**config.mk**
```make
export PLATFORM = sky130hd
export DESIGN_NAME = id_stage
export DESIGN_NICKNAME = d
export VERILOG_FILES = /design/src/rtl/id_stage.sv
export SDC_FILE = /design/constraint.sdc
export NUM_CORES = 1
export LEC_CHECK = 0
export CORE_MARGIN = 3
export CORE_UTILIZATION = 40
export DETAILED_ROUTE_END_ITERATION = 10
export GPL_ROUTABILITY_DRIVEN = 0
export PLACE_DENSITY_LB_ADDON = 0.08
export SLEW_MARGIN = 20
export SYNTH_ARGS = -nofsm -noshare
export SYNTH_HDL_FRONTEND = slang
export SYNTH_SLANG_ARGS = --single-unit
export TNS_END_PERCENT = 20
```
**constraint.sdc**
```tcl
create_clock -name clk -period 3.5 [get_ports clk]
set_input_delay 0.7 -clock clk [delete_from_list [all_inputs] [get_ports clk]]
set_output_delay 0.7 -clock clk [all_outputs]
set_load 0.01 [all_outputs]
```
**src/rtl/id_stage.sv**
```systemverilog
// rtl/id_stage.sv - RV32I OP/OP-IMM/LUI/AUIPC decode stage with valid/ready handshake
module id_stage #(
    parameter int XLEN      = 32,
    parameter int OH_W      = 5,
    parameter int ILL_CNT_W = 16,
    parameter int BYPASS    = 1
) (
    input  logic                 clk,
    input  logic                 rst_n,
    input  logic                 in_valid,
    output logic                 in_ready,
    input  logic [XLEN-1:0]      ins_addr2id,
    input  logic [31:0]          ins,
    input  logic                 flush,
    output logic [4:0]           rs1_addr,
    output logic [4:0]           rs2_addr,
    input  logic [XLEN-1:0]      rs1_data,
    input  logic [XLEN-1:0]      rs2_data,
    input  logic                 wb_wen,
    input  logic [4:0]           wb_addr,
    input  logic [XLEN-1:0]      wb_data,
    output logic                 out_valid,
    input  logic                 out_ready,
    output logic [XLEN-1:0]      op1,
    output logic [XLEN-1:0]      op2,
    output logic [31:0]          ins2ex,
    output logic [XLEN-1:0]      ins_addr,
    output logic [4:0]           rd_addr,
    output logic                 rd_wen,
    output logic [OH_W-1:0]      oh,
    output logic                 illegal,
    output logic [ILL_CNT_W-1:0] ill_cnt
);

    localparam logic [6:0] OPC_OPIMM = 7'b0010011;
    localparam logic [6:0] OPC_OP    = 7'b0110011;
    localparam logic [6:0] OPC_LUI   = 7'b0110111;
    localparam logic [6:0] OPC_AUIPC = 7'b0010111;
    localparam logic [6:0] F7_ZERO   = 7'b0000000;
    localparam logic [6:0] F7_ALT    = 7'b0100000;

    logic [6:0] opcode;
    logic [2:0] f3;
    logic [6:0] f7;
    logic [4:0] rd_field;

    assign opcode   = ins[6:0];
    assign f3       = ins[14:12];
    assign f7       = ins[31:25];
    assign rd_field = ins[11:7];

    logic [4:0] dec_idx;
    logic       dec_legal;
    logic       is_opimm;
    logic       is_op;
    logic       is_lui;
    logic       is_auipc;
    logic       is_shimm;

    // Map opcode/funct3/funct7 to the op index; index 0 means not decodable.
    always_comb begin
        dec_idx  = 5'd0;
        is_opimm = (opcode == OPC_OPIMM);
        is_op    = (opcode == OPC_OP);
        is_lui   = (opcode == OPC_LUI);
        is_auipc = (opcode == OPC_AUIPC);
        is_shimm = is_opimm && ((f3 == 3'b001) || (f3 == 3'b101));
        if (is_opimm) begin
            case (f3)
                3'b000:  dec_idx = 5'd1;
                3'b010:  dec_idx = 5'd4;
                3'b011:  dec_idx = 5'd5;
                3'b100:  dec_idx = 5'd6;
                3'b110:  dec_idx = 5'd7;
                3'b111:  dec_idx = 5'd8;
                3'b001:  dec_idx = (f7 == F7_ZERO) ? 5'd9 : 5'd0;
                3'b101:  dec_idx = (f7 == F7_ZERO) ? 5'd10 :
                                   (f7 == F7_ALT)  ? 5'd11 : 5'd0;
                default: dec_idx = 5'd0;
            endcase
        end else if (is_op) begin
            if (f7 == F7_ZERO) begin
                case (f3)
                    3'b000:  dec_idx = 5'd2;
                    3'b001:  dec_idx = 5'd12;
                    3'b010:  dec_idx = 5'd13;
                    3'b011:  dec_idx = 5'd14;
                    3'b100:  dec_idx = 5'd15;
                    3'b101:  dec_idx = 5'd16;
                    3'b110:  dec_idx = 5'd18;
                    default: dec_idx = 5'd19;
                endcase
            end else if (f7 == F7_ALT) begin
                if (f3 == 3'b000) begin
                    dec_idx = 5'd3;
                end else if (f3 == 3'b101) begin
                    dec_idx = 5'd17;
                end
            end
        end else if (is_lui) begin
            dec_idx = 5'd20;
        end else if (is_auipc) begin
            dec_idx = 5'd21;
        end
    end

    assign dec_legal = (dec_idx != 5'd0);

    // Regfile addresses are driven straight from the incoming word, independent of handshake.
    assign rs1_addr = (dec_legal && (is_op || is_opimm)) ? ins[19:15] : 5'd0;
    assign rs2_addr = (dec_legal && is_op) ? ins[24:20] : 5'd0;

    logic [XLEN-1:0] rs1_val;
    logic [XLEN-1:0] rs2_val;
    logic [XLEN-1:0] imm_i;
    logic [XLEN-1:0] imm_sh;
    logic [XLEN-1:0] imm_u;

    // Writeback bypass and immediate formation.
    always_comb begin
        rs1_val = rs1_data;
        rs2_val = rs2_data;
        if ((BYPASS != 0) && wb_wen && (wb_addr != 5'd0)) begin
            if (wb_addr == rs1_addr) rs1_val = wb_data;
            if (wb_addr == rs2_addr) rs2_val = wb_data;
        end
        imm_i        = {XLEN{ins[31]}};
        imm_i[11:0]  = ins[31:20];
        imm_sh       = '0;
        imm_sh[4:0]  = ins[24:20];
        imm_u        = {XLEN{ins[31]}};
        imm_u[31:0]  = {ins[31:12], 12'b0};
    end

    logic [XLEN-1:0] op1_d;
    logic [XLEN-1:0] op2_d;
    logic [4:0]      rd_addr_d;
    logic            rd_wen_d;

    // Operand selection; illegal decodes zero the operands and destination.
    always_comb begin
        op1_d     = '0;
        op2_d     = '0;
        rd_wen_d  = dec_legal && (rd_field != 5'd0);
        rd_addr_d = rd_wen_d ? rd_field : 5'd0;
        if (dec_legal) begin
            if (is_opimm) begin
                op1_d = rs1_val;
                op2_d = is_shimm ? imm_sh : imm_i;
            end else if (is_op) begin
                op1_d = rs1_val;
                op2_d = rs2_val;
            end else if (is_lui) begin
                op2_d = imm_u;
            end else begin
                op1_d = ins_addr2id;
                op2_d = imm_u;
            end
        end
    end

    logic                 out_valid_q;
    logic                 out_valid_d;
    logic [XLEN-1:0]      op1_q;
    logic [XLEN-1:0]      op2_q;
    logic [31:0]          ins2ex_q;
    logic [XLEN-1:0]      ins_addr_q;
    logic [4:0]           rd_addr_q;
    logic                 rd_wen_q;
    logic [OH_W-1:0]      oh_q;
    logic                 illegal_q;
    logic [ILL_CNT_W-1:0] ill_cnt_q;
    logic [ILL_CNT_W-1:0] ill_cnt_d;
    logic                 load;

    assign in_ready = !out_valid_q || out_ready || flush;
    assign load     = in_valid && in_ready && !flush;

    // Handshake next state: flush wins, a stall holds, otherwise follow in_valid.
    always_comb begin
        out_valid_d = out_valid_q;
        ill_cnt_d   = ill_cnt_q;
        if (flush) begin
            out_valid_d = 1'b0;
        end else if (in_ready) begin
            out_valid_d = in_valid;
        end
        if (load && !dec_legal && !(&ill_cnt_q)) begin
            ill_cnt_d = ill_cnt_q + ILL_CNT_W'(1);
        end
    end

    // ID/EX pipeline register; data only moves on an accepted, non-flushed beat.
    always_ff @(posedge clk or negedge rst_n) begin
        if (!rst_n) begin
            out_valid_q <= 1'b0;
            op1_q       <= '0;
            op2_q       <= '0;
            ins2ex_q    <= '0;
            ins_addr_q  <= '0;
            rd_addr_q   <= '0;
            rd_wen_q    <= 1'b0;
            oh_q        <= '0;
            illegal_q   <= 1'b0;
            ill_cnt_q   <= '0;
        end else begin
            out_valid_q <= out_valid_d;
            ill_cnt_q   <= ill_cnt_d;
            if (load) begin
                op1_q      <= op1_d;
                op2_q      <= op2_d;
                ins2ex_q   <= ins;
                ins_addr_q <= ins_addr2id;
                rd_addr_q  <= rd_addr_d;
                rd_wen_q   <= rd_wen_d;
                oh_q       <= OH_W'(dec_idx);
                illegal_q  <= !dec_legal;
            end
        end
    end

    assign out_valid = out_valid_q;
    assign op1       = op1_q;
    assign op2       = op2_q;
    assign ins2ex    = ins2ex_q;
    assign ins_addr  = ins_addr_q;
    assign rd_addr   = rd_addr_q;
    assign rd_wen    = rd_wen_q;
    assign oh        = oh_q;
    assign illegal   = illegal_q;
    assign ill_cnt   = ill_cnt_q;

endmodule

```
# ---- Word-level counts from Yosys, hierarchy flattened
# Index checks and enable logic that the tools add are counted.
dict set report op_classes {
  add_sub_neg 1
  eq_ne 14
  muxes 30
  n_reduce_logical 24
}
# operator n
set op_table {}
lappend op_table {{2-to-1 mux 32 bit} 12}
lappend op_table {{2-to-1 mux 5 bit} 11}
lappend op_table {{case mux 5 bit (8 select lines)} 1}
lappend op_table {{case mux 5 bit (7 select lines)} 1}
lappend op_table {{== test 7 x 6 -> 1 bit (second input constant)} 3}
lappend op_table {{adder 16 x 1 -> 16 bit (second input constant)} 1}
lappend op_table {{AND reduction 16 bit} 1}
lappend op_table {{nonzero test 5 bit} 3}
lappend op_table {{== test 7 x 5 -> 1 bit (second input constant)} 2}
lappend op_table {{== test 3 bit (second input constant)} 4}
lappend op_table {{2-to-1 mux 4 bit} 3}
lappend op_table {{== test 5 bit} 2}
lappend op_table {{logical AND 1 bit} 9}
lappend op_table {{logical NOT 7 bit} 1}
lappend op_table {{== test 3 x 2 -> 1 bit (second input constant)} 2}
lappend op_table {{logical NOT 1 bit} 4}
lappend op_table {{logical OR 1 bit} 4}
lappend op_table {{== test 3 x 1 -> 1 bit (second input constant)} 1}
lappend op_table {{logical NOT 3 bit} 1}
lappend op_table {{2-to-1 mux 1 bit} 2}
lappend op_table {{nonzero test 2 bit} 1}
dict set report totals {
  ff_bits 157
  inputBits 171
  out_inout_bits 168
  word_cells 79
}

# ---- Depth between registers and ports, before layout
dict set report logic_depth {
  word_depth 16
  depth_mapped 12
  ltp_nobuf 8
}

# ---- Worst setup path after synthesis
# OpenSTA, ideal clock, no wires.
dict set report synth_timing {
  path_type {input port to flip-flop}
  from {input port ins[27]}
  to {register op1_q[10] (netlist: op1[10])}
  setup_ns 0.126
  arrival_time_ns 3.141
  required_time_ns 3.374
  path_slack_ns 0.233
  cell_stages 9
  n_path_buf 1
  cell_sequence {or4_4 > a2111oi_2 > o21bai_1 > and4b_4 > a21oi_2 > mux2_4 > clkbuf_2 > or4_1 > o311a_1}
}
dict set report synth_via {
  elab_chain_len 14
  word_cells_on_any_way 19
  classes_between {2 x eq/ne; 14 x mux; 3 x reduce/logical}
}
# element line_no
set synth_lines {}
lappend synth_lines {{from (decl)} 13} ;# input logic [31:0] ins,
lappend synth_lines {{== test 7 x 6 -> 1 bit} {78, 93}}
lappend synth_lines {{2-to-1 mux 4 bit or 2-to-1 mux 5 bit (tied branches)} {78, 93}}
lappend synth_lines {{2-to-1 mux 4 bit or 2-to-1 mux 5 bit (tied branches)} {77, 82}}
lappend synth_lines {{case mux 5 bit (8 select lines) or 2-to-1 mux 5 bit (tied branches)} {69, 81}}
lappend synth_lines {{2-to-1 mux 5 bit *} 68} ;# if (is_opimm) begin
lappend synth_lines {{nonzero test 5 bit *} 107} ;# assign dec_legal = (dec_idx != 5'd0);
lappend synth_lines {{logical AND 1 bit} 110} ;# assign rs1_addr = (dec_legal && (is_op || is_opimm)) ? ins[19:15] : 5'd0;
lappend synth_lines {{2-to-1 mux 5 bit} 110}
lappend synth_lines {{== test 5 bit} 124} ;# if (wb_addr == rs1_addr) rs1_val = wb_data;
lappend synth_lines {{2-to-1 mux 32 bit} 124}
lappend synth_lines {{2-to-1 mux 32 bit} 123} ;# if ((BYPASS != 0) && wb_wen && (wb_addr != 5'd0)) begin
lappend synth_lines {{2-to-1 mux 32 bit} 150} ;# end else if (is_op) begin
lappend synth_lines {{2-to-1 mux 32 bit} 147} ;# if (is_opimm) begin
lappend synth_lines {{2-to-1 mux 32 bit *} 146} ;# if (dec_legal) begin
lappend synth_lines {{to (signal assigned)} 210} ;# op1_q <= op1_d;
lappend synth_lines {{to (decl)} 164} ;# logic [XLEN-1:0] op1_q;
# Mark *: on every way between the ends. The rest lies on a longest branch, timed or not. The select of a mux whose other input is x is not followed.
# A chain may end at the register's enable or synchronous reset.

# ---- Worst setup path after layout
dict set report layout_timing {
  from {input port ins[12]}
  to {output port rs2_addr[1]}
}
dict set report layout_via {
  elab_chain_len 10
  word_cells_on_any_way 19
  classes_between {7 x eq/ne; 9 x mux; 3 x reduce/logical}
}
# element line_no
set layout_lines {}
lappend layout_lines {{== test 3 bit} {69, 83, 96}}
lappend layout_lines {{2-to-1 mux 5 bit} 96} ;# end else if (f3 == 3'b101) begin
lappend layout_lines {{2-to-1 mux 5 bit} 94} ;# if (f3 == 3'b000) begin
lappend layout_lines {{2-to-1 mux 5 bit} 93} ;# end else if (f7 == F7_ALT) begin
lappend layout_lines {{2-to-1 mux 5 bit} 82} ;# if (f7 == F7_ZERO) begin
lappend layout_lines {{2-to-1 mux 5 bit} 81} ;# end else if (is_op) begin
lappend layout_lines {{2-to-1 mux 5 bit *} 68}
lappend layout_lines {{nonzero test 5 bit *} 107}
lappend layout_lines {{logical AND 1 bit *} 111} ;# assign rs2_addr = (dec_legal && is_op) ? ins[24:20] : 5'd0;
lappend layout_lines {{2-to-1 mux 5 bit *} 111}
lappend layout_lines {{to (decl)} 16} ;# output logic [4:0] rs2_addr,
# Marks and branches as above.

==> results.json <==
{
  "cts_buffers": 17,
  "start_util_pct": 40.8,
  "via_per_inst": 5.52,
  "vdd_ir_drop_max_uv": 317,
  "status": "completed",
  "rsz0062_at_grt": "no",
  "area_growth_pct": 58.2,
  "max_freq_ghz": 0.293,
  "critical_path_class": "in -> out",
  "p_per_area_nw_per_um2": 390,
  "dpl.cell_count": 1596,
  "ys_types": 61,
  "startpoint": "ins[12]",
  "maxSlewHeadroom_pct": 51.9,
  "yosys.area_share.adder_pct": 0.151,
  "hold_viol_final": 0,
  "setup_violations": 0,
  "ff2ff_path_depth": 8,
  "muxShareOfSynthArea_pct": 1.52,
  "timing.critical_path.to": "rs2_addr[1]",
  "hold_class": "in -> async",
  "synth_xor_area_share_pct": 1.90,
  "synthTopCellsByCount": "nand2_1 (321), dfrtp_1 (157), o21ai_0 (71), clkbuf_1 (55)",
  "pin_count": 339,
  "drc": 0,
  "crit_required_ns": 2.80,
  "drv_slew": 0,
  "synth_ff_type": "dfrtp_1",
  "post-route-period-util_pct": 97.7,
  "drtAntennaViolNets": 0,
  "r2r-end": "ill_cnt[14]",
  "port_buffers": 338,
  "cts_buffer_depth": 2,
  "rows": 52,
  "nets": 1524,
  "grtUsageTotal_pct": 29.0,
  "syn-mean-instance-area_um2": 8.37,
  "die_area_um2": 22500,
  "r2r_start": "ill_cnt[4]",
  "synth_simple_gate_area_share_pct": 27.4,
  "synth_compound_area_share_pct": 17.5,
  "cp_max_fo": 6,
  "finish.utilization_pct": 64.6,
  "grt_max_degree": 87,
  "critPathLaunchType": "primary input",
  "netlist_area_um2": 8290,
  "fillers": 1800,
  "die_w_um": 150,
  "num_vias": 9044,
  "cts_hold_buf": 0,
  "clkSinkCount": 157,
  "rrSetupSlack_ns": 1.07,
  "yosysTopAreaCell": "dfrtp_1",
  "async_reset_ff_share_pct": 100,
  "chipHeight_um": 150,
  "firstDrtPassIters": 5,
  "synthTopCellsByArea": "dfrtp_1 (47%), nand2_1 (15%), o21ai_0 (4.3%)",
  "clk_pin_slew_ns": 0.07,
  "min_period_ns": 3.42,
  "cp-end-kind": "output pin",
  "yosysTopAreaCellShare_pct": 47.4,
  "synth_top_family_by_area": "simple AND/OR/NAND/NOR gates",
  "syn-instance-count": 990,
  "grt_pass1_wl_mm": 50.4,
  "drive_gt1_share_pct": 11.1,
  "max_slew.worst_pin.slew_ns": 0.721,
  "clockRootBuffer": "clkbuf_16",
  "max_cap_violations": 0,
  "cts_tree": "built",
  "cp_data_arrival_time_ns": 2.72,
  "dr.first_iter.drc_count": 663,
  "wire_per_inst_um": 20.5,
  "ys_warn_count": 0,
  "cellLeakagePower_nw": 5.69,
  "synth_edf_count": 0,
  "synth.most_common_cell": "nand2_1",
  "antenna_found_initial": 3,
  "ys_seq_elements": 157,
  "yosysSeqAreaShare_pct": 47.4,
  "dpl.hpwl_mm": 24.0,
  "grt_pass1_vias": 8813,
  "synth_fp_nets": 1162,
  "htreeDepth": 4,
  "drt_wl_total_mm": 33.6,
  "core_area_um2": 20300,
  "fin_skew_ns": 0.00871,
  "final_cells": 1637,
  "clk_latency_ns": 0.44,
  "overflow": 0
}
[metal layers]
metal	part of all wire [%]	wire, um	GRT usage (%)
met1	41	13700	38.4
met5	0.054	18	0
met3	8.6	2910	7.36
met4	3.4	1130	11.2
met2	47	15800	45.9
[where the power goes]
group	switching (mW)	leakage (nW)	internal, mW
sequential	0.116	2.07	1.98
combinational	0.529	3.34	0.621
clock	0.866	0.282	1.01
[worst min-delay path by stage]
stage	from	to	slack, ns	cells after the start
floorplan	rst_n	ill_cnt[0]	0.40	0
global placement	ins2ex[3]	ins2ex[3]	0.46	2
detailed placement	ins_addr[11]	ins_addr[11]	0.46	2
CTS	rst_n	ill_cnt[7]	0.19	1
global route	rst_n	ill_cnt[7]	0.21	1
finish	rst_n	ill_cnt[7]	0.19	1
[final cells by class]
cell class	instances	area, um^2	share of cell area (%)
multi-input cells	751	4220	32.2
repair buffers	416	4010	30.6
flip-flops and latches	157	3930	30.0
clock buffers	17	425	3.24
well taps	270	338	2.58
clock inverters	15	155	1.18
inverters	9	33.8	0.258
diodes	2	5.00	0.0382
[metrics by stage]
step           instance area, um^2  setup slack, ns  hold WS, ns   TNS [ns]  total power [mW]
2_1_floorplan                 8290            0.233        0.404          0              2.49
3_3_place_gp                 12400           -0.592        0.456     -30.75              3.26
3_5_place_dp                 12400           -0.637        0.461     -33.89              3.27
4_1_cts                      13100        -0.000963        0.191  -0.000963              5.14
5_1_grt                      13100          0.00102        0.207          0              5.34
6_report                     13100           0.0814        0.186          0              5.12
[kinds of logic (layout without fill, tap and decap cells)]
group	Yosys count	after routing
AOI/OAI and AO/OA	212	212
xor gates and xnor gates	18	18
adders and majority gates	1	1
buffers and inverters	83	457
DFF	157	157
muxes	12	13
other	0	2
and+or+nand+nor	507	507
[cells in the final DEF, fill, tap and decap left out, types with 32 or more instances in the layout]
cell / n
or4_1: 33
nand3_1: 41
o21ai_0: 71
o311a_1: 32
nor2_1: 39
clkdlybuf4s50_1: 315
dfrtp_1: 157
nand2_1: 320
buf_4: 69
a21oi_1: 39
[sequential cells by signal, summed over array words and instances (netlist names)]
signal	cells
ill_cnt	16
illegal	1
ins2ex	32
ins_addr	32
oh	5
op1	32
op2	32
out_valid	1
rd_addr	5
rd_wen	1
[critical path: stages]
cell and delay, ns:
dlygate4sd2_1 0.45, buf_4 0.21, mux2i_1 0.17, o21ai_0 0.12, a32oi_2 0.21, and4b_4 0.32
nand2_4 0.08, and3_1 0.19, dlygate4sd2_1 0.27
[repair_timing]
action                     in CTS  in global routing
resized for setup              43                 20
pin swaps                      10                  7
setup buffers                   4                  1
gates cloned                    0                  2
setup endpoints to repair      42                 18
No activity file was read; power rests on OpenSTA's default activity.
